<file path="src/rtl/unary_decoder.sv">
// Serial unary bitstream to binary ones-count sink with a valid/ready result port.
// Optional bound outputs are enabled with the UNARY_DECODER_BOUNDS_EN macro.
module unary_decoder #(
  parameter int INPUT_WIDTH = 32,
  parameter int COUNT_WIDTH = $clog2(INPUT_WIDTH + 1)
) (
  input  logic                   clk,
  input  logic                   reset,
  input  logic                   valid,
  input  logic                   y,
  input  logic                   clear,
  output logic [COUNT_WIDTH-1:0] value,
  output logic                   value_valid,
  input  logic                   value_ready,
`ifdef UNARY_DECODER_BOUNDS_EN
  output logic [COUNT_WIDTH-1:0] lower_bound,
  output logic [COUNT_WIDTH-1:0] upper_bound,
`endif
  output logic                   drop
);

  typedef enum logic {COLLECT, DONE} state_t;

  localparam logic [COUNT_WIDTH-1:0] LAST_INDEX = COUNT_WIDTH'(INPUT_WIDTH - 1);

  state_t                 state;
  logic [COUNT_WIDTH-1:0] ones;
  logic [COUNT_WIDTH-1:0] count;
  logic [COUNT_WIDTH-1:0] y_ext;

  assign y_ext = COUNT_WIDTH'(y);

  // The final bit's result goes straight into value so the counters can restart at zero.
  always_ff @(posedge clk or negedge reset) begin
    if (!reset) begin
      state       <= COLLECT;
      ones        <= '0;
      count       <= '0;
      value       <= '0;
      value_valid <= 1'b0;
      drop        <= 1'b0;
    end else if (clear) begin
      state       <= COLLECT;
      ones        <= '0;
      count       <= '0;
      value_valid <= 1'b0;
      drop        <= 1'b0;
    end else begin
      case (state)
        COLLECT: begin
          if (valid) begin
            if (count == LAST_INDEX) begin
              value       <= ones + y_ext;
              value_valid <= 1'b1;
              state       <= DONE;
              ones        <= '0;
              count       <= '0;
            end else begin
              ones  <= ones + y_ext;
              count <= count + 1'b1;
            end
          end
        end
        DONE: begin
          if (valid) begin
            drop <= 1'b1;
          end
          if (value_ready) begin
            value_valid <= 1'b0;
            state       <= COLLECT;
          end
        end
        default: state <= COLLECT;
      endcase
    end
  end

`ifdef UNARY_DECODER_BOUNDS_EN
  // ones never exceeds count, so the upper bound stays within INPUT_WIDTH.
  always_comb begin
    lower_bound = ones;
    upper_bound = ones + COUNT_WIDTH'(INPUT_WIDTH) - count;
    if (state == DONE) begin
      lower_bound = value;
      upper_bound = value;
    end
  end
`endif

endmodule

</file>
<file path="config.mk">
export PLATFORM = sky130hd
export DESIGN_NAME = unary_decoder
export DESIGN_NICKNAME = d
export VERILOG_FILES = /design/src/rtl/unary_decoder.sv
export SDC_FILE = /design/constraint.sdc
export NUM_CORES = 1
export LEC_CHECK = 0
export CAP_MARGIN = 20
export CELL_PAD_IN_SITES_DETAIL_PLACEMENT = 1
export CELL_PAD_IN_SITES_GLOBAL_PLACEMENT = 1
export CORE_MARGIN = 2
export CORE_UTILIZATION = 45
export DETAILED_ROUTE_END_ITERATION = 10
export HOLD_SLACK_MARGIN = 0.1
export PLACE_DENSITY = 0.85
export SYNTH_ARGS = -nofsm -noshare
export SYNTH_HDL_FRONTEND = slang
export SYNTH_SLANG_ARGS = --single-unit
</file>
<file path="constraint.sdc">
create_clock -name clk -period 2.7 [get_ports clk]
set_input_delay 0.81 -clock clk [delete_from_list [all_inputs] [get_ports clk]]
set_output_delay 0.81 -clock clk [all_outputs]
set_load 0.05 [all_outputs]
</file>
# Yosys cells after proc, flatten, opt, wreduce, memory -nomap -nowiden
# Cells that the tools add are included.
[classes]
n_addsub = 2
mux = 21
n_reduce_logical = 6
bitwise = 2
n_eq_ne = 5
[op_table]
columns = ["cell", "count"]
rows = [
  ["2-to-1 mux 6 bit", 8],
  ["2-to-1 mux 1 bit", 11],
  ["!= test 3 bit, second input constant", 3],
  ["adder 6 x 1 -> 6 bit", 1],
  ["adder 6 x 1 -> 6 bit, second input constant", 1],
  ["equality test 6 x 5 -> 1 bit, second input constant", 1],
  ["case mux 1 bit (2 select lines)", 2],
  ["AND reduction 2 bit", 2],
  ["AND reduction 4 bit", 1],
  ["nonzero test 2 bit", 2],
  ["AND reduction 3 bit", 1],
  ["!= test 2 bit, second input constant", 1],
  ["NOT 1 bit", 2],
]
[totals]
output_inout_bits = 8
reg_bits = 21
inputBits = 6
elab_cells = 42

# Longest topological paths before layout
# Gate-level depths: netlist (run 1).
[logic_depth]
word_depth = 5
ltp_mapped = 5
mapped_depth_nobuf = 5

# Worst setup path before layout (run 1)
# No wires, ideal clock.
[synth_timing]
path_type = "input to register"
from = "input port y"
to = "register ones[4]"
path_stages = 5
setup_time_ns = 0.087
path_buffers = 0
t_required_ns = 2.613
setup_slack_ns = 0.738
arrival_time_ns = 1.876
path_cell_list = "ha_1 -> ha_1 -> nand3_1 -> or4_1 -> o211ai_1"
[synth_between]
elab_chain_cells = 5
[synth_rtl]
columns = ["element", "line", "source"]
rows = [
  ["from (decl)", "10", "input logic y,"],
  ["adder 6 x 1 -> 6 bit", "59", "ones <= ones + y_ext;"],
  ["2-to-1 mux 6 bit", "52", "if (count == LAST_INDEX) begin"],
  ["2-to-1 mux 6 bit", "51", "if (valid) begin"],
  ["2-to-1 mux 6 bit", "49", "case (state)"],
  ["2-to-1 mux 6 bit", "42", "end else if (clear) begin"],
  ["to (signal assigned)", "59", ""],
  ["to (decl)", "27", "logic [COUNT_WIDTH-1:0] ones;"],
]
# Every way passes these cells. The select of a mux whose other input is x is not followed.
# A chain may end at the register's enable or synchronous reset.

# Final worst setup path (run 1)
[layout_timing]
from = "register drop"
to = "output port drop"
[layout_rtl]
columns = ["element", "line", "source"]
rows = [
  ["from (decl)", "19", "output logic drop"],
  ["from (signal assigned)", "41", "drop <= 1'b0;"],
  ["from (signal assigned)", "47", "drop <= 1'b0;"],
  ["from (signal assigned)", "66", "drop <= 1'b1;"],
]
# No word-level cell between the ends.

==> flow_summary.yaml, run 1 <==
timing:
  hold_viol: 0
  tightest_slew_ns: 0.494
  relSlewSlack_pct: 67.0
  timing.hold.ws_ns: 0.517
  fin_setup_tns_ns: 0
  drv_slew: 0
  setup_violations: 0
  fin_worst_skew_ns: 0.0146
  rsz0062_at_grt: "false"
  final.min_clock_period_ns: 2.31
  fmax_ghz: 0.433
  fin_crit_sh_pct: 85.5
floorplan:
  die_y_um: 54.3
  ioPinCount: 14
  die-area_mm2: 0.00295
  die_width_um: 54.3
  start_util_pct: 46.8
  core_area_mm2: 0.00243
  num_rows: 18
grt:
  gr-total-overflow: 0
  antenna_found_initial: 0
  gr-usage-all-layers_pct: 21.6
  grt_pass1_wl_mm: 4.44
  grt_max_degree: 22
  grt_pass1_vias: 974
synth:
  synth-seq-area-share_pct: 46.2
  postSynthAreaPerCell_um2: 9.99
  yosysWarningCount: 0
  synth_enable_flop_cells: 0
  synth_top_area_share_pct: 46.2
  synth_area_mm2: 0.00114
  ys_ff_latch: 21
  synthTopCellsByArea: "dfrtp_1, o211ai_1, mux2_2, a21oi_1, nand2_1"
  synth_top_cells_by_count: "dfrtp_1, nand2_1, a21oi_1, o211ai_1, inv_1"
  synthCells: 114
  synth_cell_type_count: 39
  ys.flop_type: "dfrtp_1"
  ys_async_sr_fraction_pct: 100
  yosysTopAreaCell: "dfrtp_1"
  yosysMostFrequentCell: "dfrtp_1"
  synth.net_count: 123
worst_setup_path:
  cp-start-kind: "register"
  crit_arrival_ns: 1.50
  crit_cells: 1
  worst-path-buf-inv: 1
  startpoint: "drop"
  end_kind: "output port"
  r2r.worst_path.cells: 5
  cp_max_fo: 2
  reg2reg_from: "ones[0]"
  worstSetupPathType: "reg2out"
  r2r_end: "ones[4]"
  cpLargestDelayFamily: "buffers and inverters"
  cp.required_ns: 1.89
  path_cells: "clkdlybuf4s50_1"
  max_stage_delay_ns: 0.81
  crit_path_end: "drop"
  crit_slowest_cell: "clkdlybuf4s50_1"
  reg2reg_setup_slack_ns: 0.99
route:
  vias_per_cell: 5.81
  wl_per_cell_um: 16.7
  ant_nets: 0
  detail_route.iter0.violations: 5
  firstDrtPassIters: 4
  post-route-drc-count: 0
  vias: 935
  finalWirelength_mm: 2.69
pwr:
  peakVddDrop_v: 0.000338
  leakagePower_nw: 0.571
  power.density_mw_per_mm2: 386
run_status:
  outcome: "finished, final reports clean"
finish:
  area_growth_pct: 18.4
  diodes: 0
  drive_gt1_share_pct: 13.7
  finalNetCount: 141
  fill_cells: 294
cts:
  clkLatencyLatePin_ns: 0.32
  cts_tree: "yes"
  clock-sinks: 21
  root_buffer: "clkbuf_4"
  cts_setup_buffers: 0
  cts_buffer_depth: 2
  path_clk_slew_ns: 0.13
  htree_levels: 1
  cts-buffers-inserted: 3
  ctsResizeCount: 0
  hold_buffers: 0
place:
  dp_hpwl_mm: 1.98
  port_buffers: 13
  gp_congestion: 0.804
run:
  drv_cap: 0
hold_path:
  hold_class: "reg2reg"
==> final cells by class <==
type | instances | area (µm²) | area share, %
Clock buffer | 3 | 22.5 | 1.67
Clock inverter | 1 | 5.00 | 0.371
Multi-Input combinational cell | 81 | 559 | 41.5
Timing Repair Buffer | 19 | 175 | 13.0
Tap cell | 30 | 37.5 | 2.79
Inverter | 6 | 22.5 | 1.67
Sequential cell | 21 | 526 | 39.0
==> worst min-delay path by stage <==
stage | start | endpoint | slack (ns) | depth (start not counted)
floorplan | ones[0] | ones[0] | 0.50 | 2
global placement | drop | drop | 0.49 | 2
detailed placement | value[4] | value[4] | 0.50 | 1
CTS | value[4] | value[4] | 0.52 | 1
global route | value[4] | value[4] | 0.53 | 1
finish | value[4] | value[4] | 0.52 | 1
==> per-layer routing <==
metal | share of wire, % | vias up | track usage [%]
li1 | - | 444 | -
met1 | 45 | 474 | 27.1
met2 | 51 | 12 | 36.3
met3 | 2.8 | 5 | 3.28
met4 | 1.0 | 0 | 10.0
met5 | 0 | - | 0
==> placed cells by master (no fill, tap or decap), drive strengths merged <==
| cell type | instances |
|---|---|
| dfrtp | 21 |
| clkdlybuf4s50 | 13 |
| nand2 | 12 |
| a21oi | 10 |
| o211ai | 8 |
| inv | 6 |
| buf | 6 |
| mux2 | 5 |
| nor2 | 5 |
| nand3 | 4 |
| nand3b | 3 |
| ha | 3 |
| clkbuf | 3 |
| o2111ai | 2 |
| xnor2 | 2 |
| xor2 | 2 |
| or4 | 2 |
| nor2b | 2 |
| nor3 | 2 |
| nand4b | 1 |
| or2 | 1 |
| or2b | 1 |
| nand2b | 1 |
| o221ai | 1 |
| and2b | 1 |
| and4 | 1 |
| a21o | 1 |
| o31a | 1 |
| a31oi | 1 |
| o21ai | 1 |
| or3 | 1 |
| and3 | 1 |
| o21bai | 1 |
| a311oi | 1 |
| and4bb | 1 |
| o41ai | 1 |
| nand4 | 1 |
| mux2i | 1 |
| clkinv | 1 |
==> registers in the layout, summed over array words and instances (netlist names) <==
name	count
ones	6
state	1
value	6
drop	1
count	6
value_valid	1
==> where the power goes <==
group	total, mW	leakage (nW)	internal, mW	switching [mW]
combinational	0.0428	0.267	0.0174	0.0254
clock	0.156	0.0177	0.0554	0.100
sequential	0.322	0.286	0.318	0.00358
total	0.520	0.571	0.391	0.129
==> metrics by stage <==
| stage | total power [mW] | area [µm²] | std cells | util, % | setup WS, ns |
|---|---|---|---|---|---|
| 4_1_cts | 0.526 | 1350 | 161 | 55.4 | 0.382 |
| 5_1_grt | 0.541 | 1350 | 161 | 55.4 | 0.335 |
| 6_report | 0.520 | 1350 | 161 | 55.4 | 0.391 |
| 3_3_place_gp | 0.369 | 1320 | 157 | 54.3 | 0.212 |
| 3_5_place_dp | 0.371 | 1320 | 157 | 54.3 | 0.111 |
| 2_1_floorplan | 0.347 | 1140 | 114 | - | 0.738 |
==> kinds of logic after synthesis <==
logic type	count (synthesis)	share of synthesized area, %
compound gates	28	16.6
xor+xnor	4	3.08
fa+ha+maj	3	3.30
buf+inv	12	4.72
flops	21	46.2
mux	6	5.82
simple gates	40	20.3
Power figures use the tool's default switching activity.
==> inputs of run 2 (changes only) <==
CELL_PAD_IN_SITES_DETAIL_PLACEMENT = 0   (was 1)
CELL_PAD_IN_SITES_GLOBAL_PLACEMENT = 2   (was 1)
CORE_ASPECT_RATIO = 1.4   (was not set)
CORE_UTILIZATION = 37   (was 45)
==> flow_summary.yaml, run 2 (synthesized netlist as in run 1, its figures left out) <==
worst_setup_path:
  crit_cells: 6
  startpoint: "y"
  crit_arrival_ns: 2.48
  cpLargestDelayFamily: "simple AND/OR/NAND/NOR gates"
  reg2reg_from: "ones[0]"
  cp_max_fo: 4
  r2r.worst_path.cells: 5
  cp.required_ns: 2.88
  end_kind: "register"
  max_stage_delay_ns: 0.47
  worst-path-buf-inv: 1
  crit_slowest_cell: "clkdlybuf4s50_1"
  cpMostUsedCell: "ha_1"
  path_cells: "clkdlybuf4s50_1, ha_1, ha_1, nand3_1, or4_1, o211ai_1"
  cp-start-kind: "input pin"
  worstSetupPathType: "in2reg"
floorplan:
  core_area_mm2: 0.00291
  die-area_mm2: 0.00354
  die_y_um: 69.6
  num_rows: 23
  ioPinCount: 14
  start_util_pct: 39.2
  die_width_um: 50.9
finish:
  finish.utilization_pct: 47.5
  area_growth_pct: 21.3
  seqCellArea_um2: 526
  final_cell_mix: "dfrtp_1, clkdlybuf4s50_1, nand2_1"
  multi_input_area_um2: 559
  final_area_mm2: 0.00138
  drive_gt1_share_pct: 13.6
  fill_cells: 292
  finalNetCount: 142
  stdcell_count: 169
  diodes: 0
  layout_commonest_cell: "dfrtp_1"
  reg_top3: "count (6), ones (6), value (6)"
grt:
  gr-usage-all-layers_pct: 16.3
  grt_pass1_wl_mm: 4.42
  grt_max_degree: 22
  grt_pass1_vias: 1011
  gr-total-overflow: 0
  antenna_found_initial: 0
timing:
  final.min_clock_period_ns: 2.30
  timing.hold.ws_ns: 0.502
  fmax_ghz: 0.435
  relSlewSlack_pct: 66.9
  tightest_slew_ns: 0.495
  setup_violations: 0
  drv_slew: 0
  fin_crit_sh_pct: 85.1
  fin_worst_skew_ns: 0.00213
  rsz0062_at_grt: "false"
  fin_setup_tns_ns: 0
  hold_viol: 0
  setup_ws_ns: 0.402
place:
  dp_hpwl_mm: 1.86
  place_area_mm2: 0.00134
  pre_cts_slack_ns: 0.162
  gp_congestion: 0.836
  dpl.cell_count: 165
  port_buffers: 13
hold_path:
  holdCritStartpoint: "drop"
  hold_class: "reg2reg"
  whs_path_depth: 2
cts:
  cts_tree: "yes"
  root_buffer: "clkbuf_8"
  cts-buffers-inserted: 3
  clkLatencyLatePin_ns: 0.26
  clock-sinks: 21
  htree_levels: 1
  ctsResizeCount: 0
  cts_setup_buffers: 0
  cts_buffer_depth: 2
  hold_buffers: 0
  path_clk_slew_ns: 0.07
route:
  post-route-drc-count: 0
  finalWirelength_mm: 2.64
  ant_nets: 0
  wl_per_cell_um: 15.6
  detail_route.iter0.violations: 21
  vias: 946
  vias_per_cell: 5.60
  firstDrtPassIters: 4
run_status:
  outcome: "finished, final reports clean"
pwr:
  leakagePower_nw: 0.580
  peakVddDrop_v: 0.000305
  p_total_mw: 0.570
  power.density_mw_per_mm2: 413
run:
  drv_cap: 0
[run 2: cell types whose count changed in the layout (fill, tap and decap cells not counted), sizes merged]
| cell | before | now |
|---|---|---|
| buf | 6 | 7 |
| clkbuf | 3 | 4 |
| clkinv | 1 | 0 |
[run 2: cell type report]
cell class	instances	share of cell area [%]
inverters	6	1.63
flip-flops and latches	21	38.0
well taps	37	3.35
clock buffers	4	3.26
multi-input cells	81	40.5
repair buffers	20	13.2
[run 2: worst paths after layout]
check                                end  slack [ns]
worst min register to register      drop        0.50
worst max-delay path             ones[4]        0.40
min in group asynchronous       count[4]        0.90
max in group asynchronous          state        1.57
worst min-delay path                drop        0.50
worst max register to register   ones[4]        1.06
[run 2: report_power, final]
part | internal [mW] | switching (mW)
Combinational | 0.0183 | 0.0256
Sequential | 0.318 | 0.00341
Clock | 0.105 | 0.0996
[run 2: per-layer routing]
metal  global-route usage (%)  vias up  part of all wire (%)
li1                         -      452                     -
met1                     19.7      465                    46
met2                     27.2       25                    50
met3                     2.59        4                   3.5
met4                     8.71        0                   1.1
met5                        0        -                     0
[run 2: tightest hold or removal path, delay by kind of cell, from the launching register on]
family          cells  cell delay, ns
simple gates        1            0.07
flops               1            0.35
compound gates      1            0.04
==> inputs of run 3 (changes only) <==
TNS_END_PERCENT = 30   (was not set)
==> results of run 3 <==
Same layout as run 2: the final DEF is identical, and so are final timing and power.
==> RTL change: new RTL, config.mk and constraints of run 3 <==
Add a define of `UNARY_DECODER_BOUNDS_EN`.
--- a/src/rtl/unary_decoder.sv
+++ b/src/rtl/unary_decoder.sv
@@ -1,5 +1,7 @@
 // Serial unary bitstream to binary ones-count sink with a valid/ready result port.
 // Optional bound outputs are enabled with the UNARY_DECODER_BOUNDS_EN macro.
+`define UNARY_DECODER_BOUNDS_EN
+
 module unary_decoder #(
   parameter int INPUT_WIDTH = 32,
   parameter int COUNT_WIDTH = $clog2(INPUT_WIDTH + 1)
Function (old outputs only; new: lower_bound and upper_bound): kept (equiv_simple and equiv_induct, registers matched by name and starting in step).
==> RTL change against run 3 <==
  * The flow now finishes with violations (negative setup slack)
  * Worst hold slack gained 9.3 ps
  * Setup slack lost 690 ps
  * Via count grew 26%
  * Design area grew 41%
  * Final cell count grew 38%
  * Synthesized area grew 20%
  * Wire length grew 24%
  * Sequential cell count is the same
Power is not compared: it rests on default switching activity, and its combinational part moved more than twofold at a synthesized area within 25%.
==> RTL change: results (changes against run 3) <==
Timing
  • Tightest Pin Transition: 657 ps (+163 ps)
  • Setup-failing EPs final: 4 (+4)
  • Clock skew: 3.61 ps (+1.48 ps)
  • Worst setup margin: -284 ps (-686 ps)

Final layout
  • Layout fillers: 348 (+19%)
  • Biggest regs: count (6), ones (6), value (6)
  • # diodes: 0 (unchanged)
  • Layout cells sized above 1: 24.0% (+10 points)
  • Layout Nets: 212 (+49%)

Synthesis
  • Syn. warnings: 0 (unchanged)
  • Register area share after synthesis: 38.5% (-7.7 points)
  • Top post-synthesis cells by area: dfrtp_1 (38%), ha_1 (11%), xnor2_1 (5.8%)
  • Post-synth ARST share: 100% (unchanged)
  • Syn Nets: 173 (+41%)
  • Post-synthesis compound-gate area fraction: 11.7% (-4.9 points)
  • Most frequent cells after synthesis: dfrtp_1 (21), nand2_1 (17), inv_1 (16)
  • Xor-xnor portion of the synthesized cell area: 7.69% (+4.6 points)
  • Post-synthesis mux area share: 4.76% (-1.1 points)
  • Adder-cell share of the synthesized area: 12.5% (+9.2 points)
  • Post-synth cell types: 29 (-26%)

Detailed routing
  • Met2 WL: 1760 um (+34%)
  • First DRT Iteration DRCs: 38 (+81%)
  • Remaining DRCs: 0 (unchanged)
  • DR vias/cell: 5.08 (-9.2%)
  • Wire per inst: 14.0 um (-10%)
  • Wire length on met3: 61 um (-34%)
  • 1st-pass router iterations: 4 (unchanged)
  • Top Metal Used: met4
  • Met1 WL: 1400 um (+15%)

Global routing
  • First-pass GRT wire length: 5540 um (+25%)
  • Met3 Track Usage GR: 2.22% (-0.37 points)
  • Grt met1 use: 20.8% (+1.1 points)
  • Grt met2 use: 28.5% (+1.3 points)
  • Total track usage: 16.6% (+0.34 points)
  • Vias in the first global route: 1,214 (+20%)

Placement
  • Port bufs: 25 (+12)
  • Placed inst area: 0.00188 mm^2 (+41%)
  • Routability cong.: 0.800 (-4.3%)
  • Post-DP HPWL: 2450 um (+31%)

Clock tree
  • Clk slew on worst S/H paths: 80 ps
  • Num CTS Buffers: 3 (unchanged)
  • H-Tree Depth: 1 (unchanged)
  • Clock Path Buffers: 2 (unchanged)

Pwr
  • Internal power: 545 uW
  • Static Leak: 0.863 nW

Critical path
  • Slowest library cell on the worst path: dfrtp_1
  • CP Max Fanout: 2 (-2)
  • CP max stage delay: 380 ps (-90 ps)
  • Worst Setup End Kind: primary output
  • CP arrival: 2170 ps (-310 ps)
  • Top Family by Delay on Critical Path: adder cells

Status
  • Status: complete, but fails checks
  • Failing checks: negative setup slack
-- RTL change: cell count changes in the layout (fill, tap and decap cells not counted), moves of 3 or more --
| cell | delta |
|---|---|
| o21ai_0 | +10 |
| buf_4 | +10 |
| ha_1 | +8 |
| buf_12 | +11 |
| nand2_1 | +5 |
| inv_1 | +9 |
| xnor2_1 | +7 |
| nand3b_1 | -3 |
| o211ai_1 | -8 |
| nand3_1 | +3 |
| nor2_1 | +3 |
-- RTL change: area by class of cell --
| type | count | area (um^2) | area share (%) |
|---|---|---|---|
| inverter | 16 | 60.1 | 3.09 |
| multi-input combinational | 110 | 781 | 40.2 |
| tap | 42 | 52.6 | 2.71 |
| clock buffer | 4 | 45.0 | 2.32 |
| sequential | 21 | 526 | 27.1 |
| timing repair buffer | 41 | 478 | 24.6 |
-- RTL change: path summary, 6_finish.rpt --
check,slack (ps),cells past startpoint,from,to
max in group asynchronous,1570,2,reset,count[1]
setup reg to reg,790,5,state,value[1]
min in group asynchronous,900,2,reset,value_valid
hold / removal,510,2,drop,drop
hold reg to reg,510,2,drop,drop
setup / recovery,-280,9,ones[1],upper_bound[5]
-- RTL change: kinds of logic after synthesis --
group,count (synthesis)
flops,21
xor+xnor,12
simple gates,49
compound gates,30
buf+inv,23
mux,6
fa+ha+maj,13
-- RTL change: repair_timing --
| item | CTS | global route |
|---|---|---|
| buffers inserted | 0 | 0 |
| pin swaps | 1 | 0 |
| endpoints found under the setup margin | 4 | 5 |
| gates resized for setup | 3 | 2 |
-- RTL change: metrics by stage --
stage,setup slack (ps),instances,hold slack (ps),setup TNS (ps)
floorplan,-223,154,514,-878
global placement,-70.0,230,482,-70.0
detailed placement,-92.5,230,498,-92.5
CTS,-311,234,521,-932
global route,-398,234,548,-1250
finish,-284,234,511,-836
